**src/rtl/arp_tx.sv**
```systemverilog
`timescale 1ns/1ps
// arp_tx: builds single-beat 64-byte ARP reply/request frames onto a 512-bit AXI-Stream master.
// Define ARP_TX_GRAT_EN to add periodic gratuitous ARP announcements every GRAT_PERIOD cycles.
module arp_tx #(
    parameter int          C_AXIS_DATA_WIDTH = 512,
    parameter logic [31:0] GRAT_PERIOD       = 32'd125_000_000
) (
    input  logic                           clk,
    input  logic                           rstn,
    input  logic [47:0]                    local_mac,
    input  logic [31:0]                    local_ip,
    input  logic                           reply_valid,
    output logic                           reply_ready,
    input  logic [47:0]                    reply_dst_mac,
    input  logic [31:0]                    reply_dst_ip,
    input  logic                           request_valid,
    output logic                           request_ready,
    input  logic [31:0]                    request_ip,
    output logic [C_AXIS_DATA_WIDTH-1:0]   tx_m_axis_tdata,
    output logic [C_AXIS_DATA_WIDTH/8-1:0] tx_m_axis_tkeep,
    output logic                           tx_m_axis_tvalid,
    output logic                           tx_m_axis_tlast,
    input  logic                           tx_m_axis_tready,
    output logic                           busy,
    output logic [15:0]                    tx_frame_cnt
);

    localparam logic [0:0] S_IDLE = 1'b0;
    localparam logic [0:0] S_SEND = 1'b1;

    logic [0:0]                   r_state;
    logic [C_AXIS_DATA_WIDTH-1:0] r_tdata;
    logic [15:0]                  r_frame_cnt;

    logic                         w_idle;
    logic                         w_reply_go;
    logic                         w_req_go;
    logic                         w_grat_go;
    logic                         w_start;
    logic                         w_hs;
    logic [511:0]                 w_frame;

    // Byte 0 lands in the top byte of the beat; everything after TPA is zero pad.
    function automatic logic [511:0] build_frame(
        input logic [47:0] dst,
        input logic [15:0] oper,
        input logic [47:0] sha,
        input logic [31:0] spa,
        input logic [47:0] tha,
        input logic [31:0] tpa
    );
        return {dst, sha, 16'h0806, 16'h0001, 16'h0800, 8'h06, 8'h04,
                oper, sha, spa, tha, tpa, 176'd0};
    endfunction

    assign w_idle        = (r_state == S_IDLE);
    assign reply_ready   = w_idle;
    assign request_ready = w_idle && !reply_valid;
    assign w_reply_go    = reply_valid && reply_ready;
    assign w_req_go      = request_valid && request_ready;
    assign w_start       = w_reply_go || w_req_go || w_grat_go;
    assign w_hs          = tx_m_axis_tvalid && tx_m_axis_tready;

`ifdef ARP_TX_GRAT_EN
    logic [31:0] r_grat_tmr;
    logic        r_grat_pending;

    assign w_grat_go = w_idle && r_grat_pending && !reply_valid && !request_valid;

    // A timer expiry outranks the clear so an announcement due in the same cycle is not merged away.
    always_ff @(posedge clk or negedge rstn) begin
        if (!rstn) begin
            r_grat_tmr     <= 32'd0;
            r_grat_pending <= 1'b0;
        end else if (r_grat_tmr == GRAT_PERIOD - 32'd1) begin
            r_grat_tmr     <= 32'd0;
            r_grat_pending <= 1'b1;
        end else begin
            r_grat_tmr <= r_grat_tmr + 32'd1;
            if (w_grat_go)
                r_grat_pending <= 1'b0;
        end
    end
`else
    logic w_unused_grat;

    assign w_grat_go     = 1'b0;
    assign w_unused_grat = ^GRAT_PERIOD;
`endif

    always_comb begin
        w_frame = build_frame(48'hFFFF_FFFF_FFFF, 16'd1, local_mac, local_ip, 48'd0, request_ip);
        if (w_reply_go)
            w_frame = build_frame(reply_dst_mac, 16'd2, local_mac, local_ip, reply_dst_mac, reply_dst_ip);
`ifdef ARP_TX_GRAT_EN
        else if (w_grat_go)
            w_frame = build_frame(48'hFFFF_FFFF_FFFF, 16'd1, local_mac, local_ip, 48'd0, local_ip);
`endif
    end

    always_ff @(posedge clk or negedge rstn) begin
        if (!rstn) begin
            r_state     <= S_IDLE;
            r_tdata     <= '0;
            r_frame_cnt <= 16'd0;
        end else begin
            case (r_state)
                S_IDLE: begin
                    if (w_start) begin
                        r_tdata <= w_frame;
                        r_state <= S_SEND;
                    end
                end
                default: begin
                    if (w_hs) begin
                        r_frame_cnt <= r_frame_cnt + 16'd1;
                        r_state     <= S_IDLE;
                    end
                end
            endcase
        end
    end

    assign tx_m_axis_tvalid = (r_state == S_SEND);
    assign tx_m_axis_tlast  = tx_m_axis_tvalid;
    assign tx_m_axis_tkeep  = {(C_AXIS_DATA_WIDTH/8){tx_m_axis_tvalid}};
    assign tx_m_axis_tdata  = r_tdata;
    assign busy             = !w_idle;
    assign tx_frame_cnt     = r_frame_cnt;

endmodule
```
**config.mk**
```make
export PLATFORM = sky130hd
export DESIGN_NAME = arp_tx
export DESIGN_NICKNAME = d
export VERILOG_FILES = /design/src/rtl/arp_tx.sv
export SDC_FILE = /design/constraint.sdc
export NUM_CORES = 1
export LEC_CHECK = 0
export ABC_CLOCK_PERIOD_IN_PS = 7400
export CAP_MARGIN = 40
export CORE_AREA = 2 2 305 307
export CTS_CLUSTER_SIZE = 20
export DETAILED_ROUTE_END_ITERATION = 10
export DIE_AREA = 0 0 307 309
export SLEW_MARGIN = 15
export SYNTH_ARGS = -nofsm -noshare
export SYNTH_HDL_FRONTEND = slang
export SYNTH_SLANG_ARGS = --single-unit
```
**constraint.sdc**
```tcl
create_clock -name clk -period 7.4 [get_ports clk]
set_clock_uncertainty 0.15 [all_clocks]
set_input_delay 1.48 -clock clk [delete_from_list [all_inputs] [get_ports clk]]
set_output_delay 1.48 -clock clk [all_outputs]
set_load 0.005 [all_outputs]
```
==> flow_metrics.py, run 1 <==
metrics = {
    "timing": {
        "slew_viol_final": 0,
        "finalCritPeriodShare_pct": 64.9,
        "hold_slack_ps": 324,
        "hold_viol": 0,
        "setup-tns-final_ps": 0,
        "relSlewSlack_pct": 47.3,
        "fin_crit_ps": 4800,
        "worst_pin_slew_ps": 791,
        "setup_viol": 0,
        "timing.fmax_ghz": 0.208,
        "rsz0062_at_grt": "false",
    },
    "worst_setup_path": {
        "crit_path_end_kind": "primary output",
        "worstReg2RegEnd": "tx_m_axis_tdata[467]$_DFFE_PN0P_",
        "required_ps": 5770,
        "crit_type": "input port to primary output",
        "critPathBufInv": 2,
        "crit_end": "request_ready",
        "start_kind": "input port",
        "reg2reg_depth": 6,
        "path_depth": 3,
        "crit_chain": "clkdlybuf4s50_1, nor2_1, clkdlybuf4s50_1",
        "crit_arrival_ps": 3170,
        "slowest_delay_ps": 740,
        "path_delay_family": "buffers and inverters",
        "r2r_slack_ps": 4130,
        "cpMostUsedCell": "clkdlybuf4s50_1",
        "cp-startpoint": "reply_valid",
        "r2r-start": "busy$_DFF_PN0_",
        "path_max_fanout": 5,
        "crit_slowest_cell": "clkdlybuf4s50_1",
    },
    "grt": {
        "grt_pass1_vias": 8108,
        "grt_max_degree": 109,
        "grt_antenna_before_repair": 2,
        "overflow": 0,
        "grt_pass1_wl_mm": 52.5,
        "track_usage_pct": 7.31,
    },
    "route": {
        "vias": 8341,
        "ant_nets": 0,
        "routed_via_density": 3.01,
        "wl_per_cell_um": 13.7,
        "drt-total-wl_mm": 37.9,
        "drt_iter0_markers": 291,
        "drc": 0,
        "dr.pass1.iters": 5,
    },
    "clocking": {
        "clkTransAtPathRegs_ps": 60,
        "ctsLongestPathBuffers": 3,
        "holdBufCountCts": 0,
        "post_cts_resize_count": 0,
        "cts_tree": "done",
        "cts_root_buf": "clkbuf_16",
        "numCtsBuffers": 28,
        "htreeDepth": 1,
        "cts_setup_buffers": 0,
        "insertion_delay_ps": 600,
        "cts.sinks": 228,
    },
    "cells_and_area": {
        "drive_gt1_share_pct": 8.88,
        "nFillCells": 10100,
        "syn_to_final_growth_pct": 52.0,
        "multi_input_area_mm2": 0.00376,
        "layout.nets": 1767,
        "register_area_mm2": 0.00571,
    },
    "die": {
        "rows": 111,
        "num_io_pins": 794,
        "die_w_um": 307,
        "dieArea_mm2": 0.0949,
        "start_util_pct": 12.6,
        "coreArea_mm2": 0.0914,
        "die_h_um": 309,
    },
    "synth": {
        "synth-compound-area-share_pct": 2.40,
        "synth_top_area_cell": "dfrtp_1",
        "yosys_register_bits": 228,
        "ys_seq_area_share_pct": 49.6,
        "syn_area_mm2": 0.0115,
        "netlist.area_leader.share_pct": 49.6,
        "synth.avg_cell_area_um2": 10.0,
        "yosys.area_share.simple_pct": 12.7,
        "yosys-mux-area-fraction_pct": 7.93,
        "yosys-top-cells-area": "dfrtp_1 (50%), buf_4 (24%), nand2_1 (8.3%)",
        "synth_cell_types": 28,
        "synth_top_family_by_area": "buffers and inverters",
        "netlist_instances": 1148,
        "synth_fa_ha_area_share_pct": 0.109,
        "synth_warnings": 0,
        "synthXorXnorAreaFrac_pct": 1.14,
    },
    "placed_design": {
        "dp_hpwl_mm": 28.0,
        "place_congestion": 0.724,
        "port_buffers": 547,
    },
    "worst_hold_path": {
        "hold_path_class": "register to register",
        "hold_start": "tx_m_axis_tdata[229]$_DFFE_PN0P_",
    },
    "pwr": {
        "ir_drop_mv": 0.174,
        "p_per_area_mw_per_mm2": 256,
        "p_leak_uw": 0.00766,
    },
    "flow_run": {
        "drv_cap": 0,
    },
    "run_status": {
        "status": "finished clean",
    },
}
==> layout by cell type (no fill, tap or decap) <==
master and count:
a21boi_0 1, a21oi_1 1, a22o_1 1, a31oi_1 32, and3_1 2, and4_1 1
buf_12 1, buf_16 1, buf_4 9, buf_6 1, buf_8 1, bufinv_16 2
clkbuf_1 9, clkbuf_16 28, clkbuf_8 5, clkdlybuf4s50_1 546, clkinv_2 2, clkinv_8 1
conb_1 246, dfrtp_1 227, dfrtp_2 1, diode_2 1, ha_1 1, inv_1 2
inv_6 2, mux2_2 81, nand2_1 253, nand2_4 2, nand2b_1 2, nand3_1 55
nand4_1 3, nor2_1 39, nor2b_4 1, nor3_2 1, nor3_4 1, o21ai_0 10
o21ai_4 1, or3_1 1, xnor2_1 10, xor2_1 5
==> registers in the layout, indices dropped and copies added (netlist names) <==
signal           flops
tx_m_axis_tdata    211
tx_frame_cnt        16
busy                 1
==> worst min-delay path by stage <==
| stage | to | slack [ps] | depth (start not counted) |
|---|---|---|---|
| CTS | tx_m_axis_tdata[229]$_DFFE_PN0P_ | 330 | 2 |
| detailed placement | tx_m_axis_tdata[248]$_DFFE_PN0P_ | 310 | 2 |
| finish | tx_m_axis_tdata[229]$_DFFE_PN0P_ | 320 | 2 |
| global route | tx_m_axis_tdata[239]$_DFFE_PN0P_ | 340 | 2 |
| global placement | tx_m_axis_tdata[229]$_DFFE_PN0P_ | 310 | 2 |
| floorplan | tx_frame_cnt[15]$_DFFE_PN0P_ | 310 | 1 |
==> worst min-delay path, cell delays in order, from the launching register on <==
cell	delay [ps]
dfrtp_1	340
nand2_1	50
nand2_1	50
==> cell families after synthesis <==
group                    Yosys count
flip-flops                       228
AND/OR/NAND/NOR                  361
buffers and inverters            415
XOR/XNOR                          15
adder cells (fa/ha/maj)            1
other                              1
multiplexers                      81
AO/OA/AOI/OAI                     46
==> routing by layer <==
| metal | track usage, % | up-vias | part of all wire (%) |
|---|---|---|---|
| met5 | 0 | - | 0.026 |
| met4 | 2.67 | 2 | 3.4 |
| met3 | 3.32 | 44 | 11 |
| met2 | 12.4 | 437 | 48 |
| met1 | 8.00 | 3945 | 37 |
| li1 | - | 3913 | - |
==> report_power, final <==
| group | internal (uW) | switching [uW] |
|---|---|---|
| logic | 870 | 511 |
| registers | 1510 | 181 |
| clock network | 814 | 576 |
| total | 3200 | 1270 |
==> synthesized netlist by cell type (all sizes together) <==
| library cell | n |
|---|---|
| ha | 1 |
| nand3 | 55 |
| clkbuf | 25 |
| buf | 388 |
| a31oi | 32 |
| o21ai | 11 |
| a21boi | 1 |
| inv | 2 |
| a22o | 1 |
| nor2 | 39 |
| a21oi | 1 |
| dfrtp | 228 |
| and3 | 2 |
| or3 | 1 |
| nor2b | 1 |
| mux2 | 81 |
| nand2 | 255 |
| xor2 | 5 |
| conb | 1 |
| nor3 | 2 |
| nand4 | 3 |
| and4 | 1 |
| xnor2 | 10 |
| nand2b | 2 |
==> through the flow <==
step | utilization (%) | setup slack (ps) | instance area, um^2 | power (uW) | instances
5_1_grt | 19.1 | 2440 | 17500 | 4740 | 2774
4_1_cts | 19.1 | 2490 | 17500 | 4560 | 2774
6_report | 19.1 | 2600 | 17500 | 4470 | 2775
3_5_place_dp | 18.1 | 2490 | 16600 | 3130 | 2725
3_3_place_gp | 18.1 | 2510 | 16500 | 3110 | 2723
2_1_floorplan | - | 4030 | 12400 | 2310 | 1393
==> layout make-up <==
class	instances	area share [%]
flip-flops and latches	228	32.7
repair buffers	559	32.1
multi-input cells	750	21.5
well taps	1186	8.49
clock buffers	42	4.60
clock inverters	7	0.594
inverters	2	0.0430
diodes	1	0.0143
Power figures use the tool's default switching activity.
==> inputs of run 2 (changes only) <==
ABC_CLOCK_PERIOD_IN_PS = 3900   (was 7400)
CORE_AREA = 2 2 308 310   (was 2 2 305 307)
DIE_AREA = 0 0 310 312   (was 0 0 307 309)
clock period = 3.9 ns   (was 7.4 ns; I/O delays follow)
==> flow_metrics.py, run 2 (synthesized netlist as in run 1, its figures left out) <==
metrics = {
    "run_status": {
        "status": "finished clean",
    },
    "clocking": {
        "holdBufCountCts": 0,
        "cts_tree": "done",
        "insertion_delay_ps": 580,
        "ctsLongestPathBuffers": 3,
        "cts_root_buf": "clkbuf_16",
        "numCtsBuffers": 29,
        "htreeDepth": 1,
        "post_cts_resize_count": 0,
        "cts.sinks": 228,
        "cts_setup_buffers": 0,
        "clkTransAtPathRegs_ps": 60,
    },
    "timing": {
        "rsz0062_at_grt": "false",
        "finalCritPeriodShare_pct": 85.4,
        "relSlewSlack_pct": 49.7,
        "fin_crit_ps": 3330,
        "setup-tns-final_ps": 0,
        "slew_viol_final": 0,
        "timing.fmax_ghz": 0.300,
        "setup_viol": 0,
        "worst_pin_slew_ps": 755,
        "hold_viol": 0,
        "hold_slack_ps": 47.3,
    },
    "route": {
        "drt_iter0_markers": 237,
        "wl_per_cell_um": 14.3,
        "dr.pass1.iters": 4,
        "drt-total-wl_mm": 40.7,
        "routed_via_density": 2.94,
        "vias": 8385,
        "ant_nets": 0,
        "drc": 0,
    },
    "grt": {
        "grt_antenna_before_repair": 3,
        "grt_pass1_vias": 8264,
        "track_usage_pct": 7.75,
        "grt_pass1_wl_mm": 55.7,
        "overflow": 0,
        "grt_max_degree": 82,
    },
    "worst_setup_path": {
        "critPathBufInv": 2,
        "crit_path_end_kind": "primary output",
        "path_max_fanout": 68,
        "crit_arrival_ps": 2400,
        "start_kind": "register",
        "cp-startpoint": "busy$_DFF_PN0_",
        "r2r-start": "busy$_DFF_PN0_",
        "path_delay_family": "buffers and inverters",
        "crit_slowest_cell": "clkdlybuf4s50_1",
        "crit_type": "register to primary output",
        "slowest_delay_ps": 630,
        "crit_chain": "buf_4, clkdlybuf4s50_1",
        "required_ps": 2970,
    },
    "cells_and_area": {
        "largest_reg_flops": 211,
        "register_area_mm2": 0.00571,
        "syn_to_final_growth_pct": 53.6,
        "layout.nets": 1773,
        "final_cell_mix": "clkdlybuf4s50_1 (546), nand2_1 (253), conb_1 (246)",
        "nFillCells": 10300,
        "multi_input_area_mm2": 0.00376,
        "final_cell_area_mm2": 0.0177,
        "layout.cells.non_filler": 2848,
        "finish.utilization_pct": 19.0,
        "drive_gt1_share_pct": 9.35,
        "final_common_cell": "clkdlybuf4s50_1",
    },
    "die": {
        "die_h_um": 312,
        "coreArea_mm2": 0.0930,
        "die_w_um": 310,
        "start_util_pct": 12.4,
        "rows": 112,
        "num_io_pins": 794,
        "dieArea_mm2": 0.0967,
    },
    "pwr": {
        "p_leak_uw": 0.00772,
        "ir_drop_mv": 0.279,
        "p_per_area_mw_per_mm2": 483,
    },
    "placed_design": {
        "port_buffers": 547,
        "place_congestion": 0.719,
        "dp.cells": 2798,
        "dp_hpwl_mm": 30.7,
        "postPlaceCellArea_mm2": 0.0168,
    },
    "flow_run": {
        "drv_cap": 0,
    },
    "worst_hold_path": {
        "hold_path_class": "input port to async pin",
    },
}
==> run 2: metal layers <==
metal  vias to the layer above  wire, um  GRT usage (%)  share of wire [%]
li1                       3924         -              -                  -
met1                      3984     15400           8.44                 38
met2                       421     19700           13.4                 48
met3                        50      4720           3.57                 12
met4                         6       926           2.33                2.3
met5                         -        38              0              0.093
==> run 2: path summary, 6_finish.rpt <==
check,to,slack [ps],depth (start not counted)
max,busy,570,2
min,tx_m_axis_tdata[183]$_DFFE_PN0P_,50,1
max reg2reg,tx_frame_cnt[15]$_DFFE_PN0P_,1510,5
min reg2reg,tx_m_axis_tdata[232]$_DFFE_PN0P_,320,2
max in group asynchronous,tx_m_axis_tdata[426]$_DFFE_PN0P_,2710,2
min in group clk,tx_m_axis_tdata[232]$_DFFE_PN0P_,320,2
==> run 2: per-stage QoR <==
step	power, uW	setup slack (ps)
4_1_cts	8740	409
5_1_grt	9070	372
6_report	8530	568
2_1_floorplan	4380	1020
3_5_place_dp	6000	626
3_3_place_gp	5980	607
==> run 2: cell type report <==
cell class | count | area share [%]
Timing Repair Buffer | 564 | 32.4
Clock inverter | 12 | 0.708
Antenna cell | 1 | 0.0142
Inverter | 2 | 0.0425
Sequential cell | 228 | 32.3
Multi-Input combinational cell | 750 | 21.3
Clock buffer | 37 | 4.39
Tap cell | 1254 | 8.88
==> run 2: power by group <==
| group | internal [uW] | leakage [uW] | switching [uW] | total, uW |
|---|---|---|---|---|
| registers | 2870 | 0.00272 | 360 | 3230 |
| clock network | 1530 | 0.000448 | 1100 | 2630 |
| logic | 1670 | 0.00455 | 999 | 2670 |
